<file path="config.mk">
export PLATFORM = sky130hd
export DESIGN_NAME = clock_ctrl
export DESIGN_NICKNAME = d
export VERILOG_FILES = /design/src/rtl/clock_ctrl.sv
export SDC_FILE = /design/constraint.sdc
export NUM_CORES = 1
export LEC_CHECK = 0
export ABC_AREA = 1
export ABC_CLOCK_PERIOD_IN_PS = 2240
export CAP_MARGIN = 20
export CORE_MARGIN = 2
export CORE_UTILIZATION = 46
export DETAILED_ROUTE_END_ITERATION = 10
export MAX_ROUTING_LAYER = met4
export PLACE_DENSITY = 0.69
export SKIP_LAST_GASP = 1
export SLEW_MARGIN = 20
export SYNTH_ARGS = -nofsm -noshare
export SYNTH_HDL_FRONTEND = slang
export SYNTH_SLANG_ARGS = --single-unit
</file>
<file path="constraint.sdc">
create_clock -name clk -period 2.24 [get_ports clk]
set_input_delay 0.56 -clock clk [delete_from_list [all_inputs] [get_ports clk]]
set_output_delay 0.56 -clock clk [all_outputs]
set_load 0.03 [all_outputs]
</file>
<file path="src/rtl/clock_ctrl.sv">
// BCD time-of-day clock with RUN / SET_HR / SET_MIN modes, blink blanking and set-mode timeout.
// Define CLOCK_CTRL_12H_EN for 12-hour operation (12,01..11 with pm flag); default is 24-hour.
module clock_ctrl #(
    parameter int TIMEOUT_TICKS = 30
) (
    input  logic       clk,
    input  logic       rst,
    input  logic       tick_en,
    input  logic       btn_mode,
    input  logic       btn_inc,
    output logic [3:0] sec_lo,
    output logic [2:0] sec_hi,
    output logic [3:0] min_lo,
    output logic [2:0] min_hi,
    output logic [3:0] hr_lo,
    output logic [1:0] hr_hi,
    output logic       pm,
    output logic [1:0] mode,
    output logic       blank_hr,
    output logic       blank_min,
    output logic       day_co
);

    typedef enum logic [1:0] {
        RUN     = 2'd0,
        SET_HR  = 2'd1,
        SET_MIN = 2'd2,
        BAD     = 2'd3
    } state_t;

    localparam int TO_W = (TIMEOUT_TICKS < 1) ? 1 : $clog2(TIMEOUT_TICKS + 1);
    localparam logic [TO_W-1:0] TO_LAST = TO_W'(TIMEOUT_TICKS - 1);

`ifdef CLOCK_CTRL_12H_EN
    localparam logic [1:0] HR_RST_HI = 2'd1;
    localparam logic [3:0] HR_RST_LO = 4'd2;
`else
    localparam logic [1:0] HR_RST_HI = 2'd0;
    localparam logic [3:0] HR_RST_LO = 4'd0;
`endif

    state_t          state;
    logic            blink;
    logic [TO_W-1:0] to_cnt;

    logic sec_wrap;
    logic min_wrap;
    logic hr_last;
    logic day_wrap;

    // Modulo-60 BCD increment shared by seconds and minutes: {hi, lo}
    function automatic logic [6:0] bcd60_inc(input logic [2:0] hi, input logic [3:0] lo);
        if (lo == 4'd9)
            return (hi == 3'd5) ? 7'd0 : {hi + 3'd1, 4'd0};
        else
            return {hi, lo + 4'd1};
    endfunction

    function automatic logic [5:0] hr_inc(input logic [1:0] hi, input logic [3:0] lo);
`ifdef CLOCK_CTRL_12H_EN
        if (hi == 2'd1 && lo == 4'd2)
            return {2'd0, 4'd1};
`else
        if (hi == 2'd2 && lo == 4'd3)
            return {2'd0, 4'd0};
`endif
        else if (lo == 4'd9)
            return {hi + 2'd1, 4'd0};
        else
            return {hi, lo + 4'd1};
    endfunction

    assign sec_wrap = (sec_hi == 3'd5) && (sec_lo == 4'd9);
    assign min_wrap = (min_hi == 3'd5) && (min_lo == 4'd9);
`ifdef CLOCK_CTRL_12H_EN
    // 11:59:59 is the last second before the 12 o'clock rollover that flips am/pm
    assign hr_last  = (hr_hi == 2'd1) && (hr_lo == 4'd1);
    assign day_wrap = sec_wrap && min_wrap && hr_last && pm;
`else
    assign hr_last  = (hr_hi == 2'd2) && (hr_lo == 4'd3);
    assign day_wrap = sec_wrap && min_wrap && hr_last;
`endif

    assign mode      = state;
    assign blank_hr  = (state == SET_HR) && blink;
    assign blank_min = (state == SET_MIN) && blink;

    always_ff @(posedge clk or posedge rst) begin
        if (rst) begin
            state  <= RUN;
            blink  <= 1'b0;
            to_cnt <= '0;
            day_co <= 1'b0;
            sec_lo <= 4'd0;
            sec_hi <= 3'd0;
            min_lo <= 4'd0;
            min_hi <= 3'd0;
            hr_lo  <= HR_RST_LO;
            hr_hi  <= HR_RST_HI;
        end else begin
            day_co <= 1'b0;
            case (state)
                RUN: begin
                    if (tick_en) begin
                        {sec_hi, sec_lo} <= bcd60_inc(sec_hi, sec_lo);
                        if (sec_wrap) begin
                            {min_hi, min_lo} <= bcd60_inc(min_hi, min_lo);
                            if (min_wrap)
                                {hr_hi, hr_lo} <= hr_inc(hr_hi, hr_lo);
                        end
                        day_co <= day_wrap;
                    end
                    if (btn_mode) begin
                        state  <= SET_HR;
                        blink  <= 1'b0;
                        to_cnt <= '0;
                    end
                end
                SET_HR, SET_MIN: begin
                    if (btn_mode) begin
                        blink  <= 1'b0;
                        to_cnt <= '0;
                        if (state == SET_HR) begin
                            state <= SET_MIN;
                        end else begin
                            state  <= RUN;
                            sec_lo <= 4'd0;
                            sec_hi <= 3'd0;
                        end
                    end else begin
                        if (tick_en)
                            blink <= ~blink;
                        if (btn_inc) begin
                            to_cnt <= '0;
                            if (state == SET_HR)
                                {hr_hi, hr_lo} <= hr_inc(hr_hi, hr_lo);
                            else
                                {min_hi, min_lo} <= bcd60_inc(min_hi, min_lo);
                        end else if (tick_en) begin
                            // The tick that completes the idle window exits immediately
                            if (to_cnt >= TO_LAST) begin
                                state  <= RUN;
                                blink  <= 1'b0;
                                to_cnt <= '0;
                                sec_lo <= 4'd0;
                                sec_hi <= 3'd0;
                            end else begin
                                to_cnt <= to_cnt + 1'b1;
                            end
                        end
                    end
                end
                default: begin
                    state  <= RUN;
                    blink  <= 1'b0;
                    to_cnt <= '0;
                end
            endcase
        end
    end

`ifdef CLOCK_CTRL_12H_EN
    always_ff @(posedge clk or posedge rst) begin
        if (rst)
            pm <= 1'b0;
        else if (state == RUN && tick_en && sec_wrap && min_wrap && hr_last)
            pm <= ~pm;
    end
`else
    assign pm = 1'b0;
`endif

endmodule

</file>
Yosys cells after proc, flatten, opt, wreduce, memory -nomap -nowiden

Cells that the tools add are included.

Register bits: 29
Input port bits: 5
Logic and storage cells: 126

Reduce and logical (&&, ||, !) cells: 16
Muxes and demuxes: 68
$lt $le $gt $ge: 1
Bitwise operators: 1
Equality and inequality tests: 23
Add/subtract/negate cells: 7

Operators by type and width:

| operator                                                  | count |
|---|---|
| 2-to-1 mux 4 bit                                          | 17 |
| 2-to-1 mux 3 bit                                          | 11 |
| 2-to-1 mux 7 bit                                          | 4 |
| 2-to-1 mux 5 bit                                          | 5 |
| 2-to-1 mux 2 bit                                          | 12 |
| case mux 4 bit (2 select lines)                           | 3 |
| inequality test 2 bit (second input constant)             | 9 |
| AND reduction 7 bit                                       | 2 |
| adder 4 x 1 -> 4 bit (second input constant)              | 3 |
| == test 4 bit (second input constant)                     | 3 |
| 2-to-1 mux 6 bit                                          | 2 |
| inequality test 3 bit (second input constant)             | 4 |
| case mux 3 bit (2 select lines)                           | 2 |
| AND reduction 6 bit                                       | 2 |
| case mux 5 bit (2 select lines)                           | 1 |
| 2-to-1 mux 1 bit                                          | 8 |
| case mux 2 bit (2 select lines)                           | 2 |
| logical AND 1 bit                                         | 7 |
| adder 3 x 1 -> 3 bit (second input constant)              | 2 |
| == test 3 bit (second input constant)                     | 2 |
| adder 5 x 1 -> 5 bit (second input constant)              | 1 |
| greater-or-equal comparator 5 bit (second input constant) | 1 |
| == test 2 bit (second input constant)                     | 2 |
| == test 4 x 2 -> 1 bit (second input constant)            | 1 |
| 10 further kinds                                          | 10 |

Logic depth before layout (Yosys ltp)

Depth in word-level cells: 7
Gate-level depth with buffers: 11
Mapped depth without buffers: 11

Least setup slack after synthesis

Ideal clock, no wire load.

Path kind: register to register
Start point: reg state[0], in the netlist mode[0]
End point: reg sec_hi[0]
Path slack: 374 ps
Arrival time: 1747 ps
Period minus slack after synthesis: 1866 ps
Library setup time: 119 ps
Required time: 2121 ps
Stages on the path, launching flop included: 11
Cell sequence: dfrtp_1 > inv_1 > ha_1 > inv_1 > nor2_2 > nand2_1 > nand2_1 > nor2_1 > nand2_1 > nand2_1 > nand2_1

Cells in the longest elaborated chain, start to end: 4
Elaborated cells on any way between the ends: 13
Those cells by class: eq/ne: 8; mux: 1; reduce/logical: 4

RTL lines:

| item                                                                  | RTL line | source |
|---|---|---|
| start, declared                                                       | 42       | `state_t state;` |
| start signal, assigned                                                | 90       | `state <= RUN;` |
| start signal, assigned                                                | 114      | `state <= SET_HR;` |
| start signal, assigned                                                | 124      | `state <= SET_MIN;` |
| == test 2 x 1 -> 1 bit or == test 2 bit (tied branches)               | 102, 123 |  |
| OR reduction 2 bit                                                    | 102      | `case (state)` |
| inequality test 3 bit (no line) or nonzero test 2 bit (tied branches) | n/a      |  |
| AND reduction 7 bit (no line)                                         | n/a      |  |
| end signal, assigned                                                  | 105      | `{sec_hi, sec_lo} <= bcd60_inc(sec_hi, sec_lo);` |
| end, declared                                                         | 12       | `output logic [2:0] sec_hi,` |

Several ways; a longest one is shown, not always the timed one.
A chain may end at the register's enable or synchronous reset.

Final worst setup path

Start point: reg state[1], in the netlist mode[1]
End point: out blank_hr

Cells in the longest elaborated chain, start to end: 2

RTL lines:

| item                   | RTL line | source |
|---|---|---|
| == test 2 x 1 -> 1 bit | 85       | `assign blank_hr = (state == SET_HR) && blink;` |
| logical AND 1 bit      | 85       |  |
| end, declared          | 19       | `output logic blank_hr,` |

No other way between the ends.

==> run summary <==
Clock root buffer: clkbuf_8. The clock arrives with 0.00661 ns of skew. Of the total power, the clock network draws 16.0%.

The first global-routing pass estimated 6.71 mm of wire. Global routing consumed, over all layers together, 19.6% of the routing resources. In this run the core area contains 23 standard-cell rows.

STA classifies the critical path startpoint as a register. For this run, the post-layout net count is 334. For this block, the initial DRC count from the detailed router was 175.

For this run, the top clock speed supported by timing is 481 MHz. The internal power of the cells totals 1.53 mW. The overall die height came out at 68.8 microns. Net switching is 48.2% of the power. After routing the design area is 2380 sq um. The tools report the max-slew violation count as 0. The tools report the half-perimeter wire length after placement as 2.89 mm. The buffer levels on the longest clock path came out at 2.

Setup violations remaining at the end of the flow were counted as 0. The min-delay analysis places its worst path in the category reg2reg. Traced cell by cell, the critical path runs through inv_1 -> ha_1 -> nand2_1 -> inv_1 -> dlygate4sd2_1. Before antenna repair, the detailed router went through 4 iterations. The number of antenna diodes in the final layout is 0. The logs give 1,569 for the via count of the first global-routing pass and 1.43 mW for the net switching power. The worst setup path is captured at an output port.

Total power for the finished layout comes to 2.96 mW. The cell type with the largest total area after synthesis was dfrtp_1. In the synthesized netlist, the number of instances is 281. The area share of the largest cell type after synthesis was 37.6%; the post-CTS resize count was 2. The run gives 0.28 ns as the clock latency on the worst-skew pair. The tools report the count of final hold-check violations as 0. By count the netlist is led by nand2_1, inv_1, nor2_1. The share of the Yosys chip area taken by registers is 37.6%. Data arrival time of the worst path: 1.52 ns. The tool flagged a number of max-cap violations equal to 0. The post-route minimum period came out at 2.08 ns. In the synthesized netlist the dominant register cell turns out to be dfrtp_1. Number of buffers inserted for hold repair after clock tree synthesis: 0.

The worst-case IR drop observed on VDD is 572 uV. Yosys attributes the largest share of cell area to dfrtp_1, nand2_1, inv_1, ha_1, nand3_1. After clock tree synthesis, the clock-pin slew on the worst setup and hold paths is 0.06 ns.

For this run, asynchronously set or reset flops after synthesis account for 100%. 31 I/O pins were placed. Power per standard cell area: 1240 nW/um^2.

For the final routed database, the setup TNS stands at 0 ns. After detailed routing, the number of vias per cell comes to 4.77. Count of H-tree levels built during CTS: 2. Setup repair after global routing left no endpoint under its margin.

Combinational logic burns 55.0% of the power. The placement-stage cell area came out at 2280 sq um. Dominant cell by count in the synthesized netlist: nand2_1.

The worst setup path is of the reg2out kind. Of all nets on the critical path, the largest fanout is 5. The routed layout has 1,754 vias. TritonCTS built the clock tree. The number of flip-flops and latches in the synthesized netlist is 29.

Once the clock tree was built, the setup fixing pass inserted 0 buffers. After global routing the overflow that remains totals 0. For this configuration, the core starts out at a cell density of 48.0%. Entering global routing, the biggest net connects 30 pins. The finished layout holds 368 standard cells, fillers aside. The count of port buffers added during placement is 29, and the count of different cell masters after synthesis is 25.

The logs give 5 for the TritonCTS buffer count and 4030 sq um for the core area. Sequential cells burn 28.9% of the power. STA puts the critical path data required time at 1.68 ns. For the number of nets in the synthesized netlist, the log shows 298. The fraction of layout instances using a drive strength above 1 is 7.86%, and the number of flops mapped to enable cells by yosys is 0. The largest individual stage delay along the critical path comes from the cell dfrtp_1. At the end of routability-driven placement, the weighted congestion stood at 0.831.

The number of antenna violations at the first check in global routing is 0. The horizontal extent of the die works out to 68.8 microns. The run finished with clean final reports. The final critical path takes up 92.9% of the cycle. The detail-routed net length per standard cell came out at 10.5 microns. By instance count, the cell type seen most on the critical path is inv_1. The logs give 29 for the clock net sink count and 0 for the remaining routing DRC violations. The number of inserted filler cells in the final layout came out at 403.

From synthesis to final layout, the design area changed by 23.4%. The logs give 0 for the warning count from the yosys run and 1.29 nW for the leakage power figure. The floorplan step defined a die boundary enclosing 4730 sq um. The count of nets left with antenna violations once routing finished came out at 0. For this block, the routed nets add up to 3.86 mm of wire. The synthesized cell area is 1930 sq um.

The placed cell count was 360. On the worst path, the slowest cell contributes a delay of 0.42 ns. The mean instance size in the synthesized netlist works out to 6.87 sq um.
power by group through the flow:
stage          logic, mW  registers, mW  clock network (mW)
3_3_place_gp        1.62          0.864                   0
2_1_floorplan      0.946           1.06                   0
4_1_cts             1.65          0.853               0.492
6_report            1.63          0.856               0.474
3_5_place_dp        1.64          0.862                   0
5_1_grt             1.84          0.881               0.507
worst max-delay path, delay by kind of cell, from the launching register on:
kind          cells  cell delay (ns)
fa+ha+maj         1             0.20
buf+inv           3             0.54
flops             1             0.42
simple gates      1             0.07
through the flow:
stage	setup slack, ns	utilization (%)	hold WS [ns]
final	0.160	59.2	0.507
after global routing	0.0541	59.2	0.534
after CTS	0.128	59.2	0.510
after detailed placement	0.174	56.7	0.495
after global placement	0.170	56.7	0.490
after floorplan	0.374	-	0.488
flip-flops by register name, indices dropped and copies added (netlist names):
register,count
sec_lo,4
min_lo,4
sec_hi,3
hr_lo,4
to_cnt,5
mode,2
day_co,1
hr_hi,2
min_hi,3
blink,1
routing by layer:
metal / track usage [%] / up-vias / share of wire [%]
li1: - / 934 / -
met4: 7.35 / 0 / 1.6
met3: 4.87 / 7 / 3.8
met2: 31.7 / 27 / 48
met5: - / - / 0
met1: 23.6 / 786 / 47
cell usage in the layout, fill, tap and decap left out, types with 3 or more instances in the layout:
master	synthesis	routed
o21ai_1	3	3
nand2_2	5	5
nand3_1	28	28
dfrtp_1	29	29
clkdlybuf4s50_1	0	27
nor2_1	30	30
nand2_1	97	97
clkbuf_8	0	7
ha_1	12	12
xor2_1	5	5
inv_1	43	43
o21ai_0	8	8
cell type report:
class | instances | area (sq um) | area share [%]
Sequential cell | 29 | 726 | 30.4
Tap cell | 50 | 62.6 | 2.62
Timing Repair Buffer | 30 | 295 | 12.4
Clock inverter | 1 | 5.00 | 0.210
Clock buffer | 7 | 96.3 | 4.04
Inverter | 45 | 170 | 7.14
Multi-Input combinational cell | 206 | 1030 | 43.1
kinds of logic (layout without fill, tap and decap cells):
logic type,Yosys count,after routing,share of synthesized area [%]
AOI/OAI and AO/OA,16,16,4.60
xor gates and xnor gates,6,6,2.72
adders and majority gates,12,12,7.77
buffers and inverters,46,83,9.20
DFF,29,29,37.6
other,1,1,0.194
and+or+nand+nor,171,171,38.0
worst paths after layout:
kind                          start         to  slack (ns)  depth (start not counted)
min                        hr_hi[1]   hr_hi[1]        0.51                          2
max in group asynchronous       rst  min_hi[2]        1.29                          3
max                         mode[1]   blank_hr        0.16                          5
min reg2reg                hr_hi[1]   hr_hi[1]        0.51                          2
min in group asynchronous       rst  sec_hi[0]        0.67                          3
max reg2reg                 mode[0]  sec_hi[0]        0.37                         10
No activity file was read; power rests on OpenSTA's default activity.
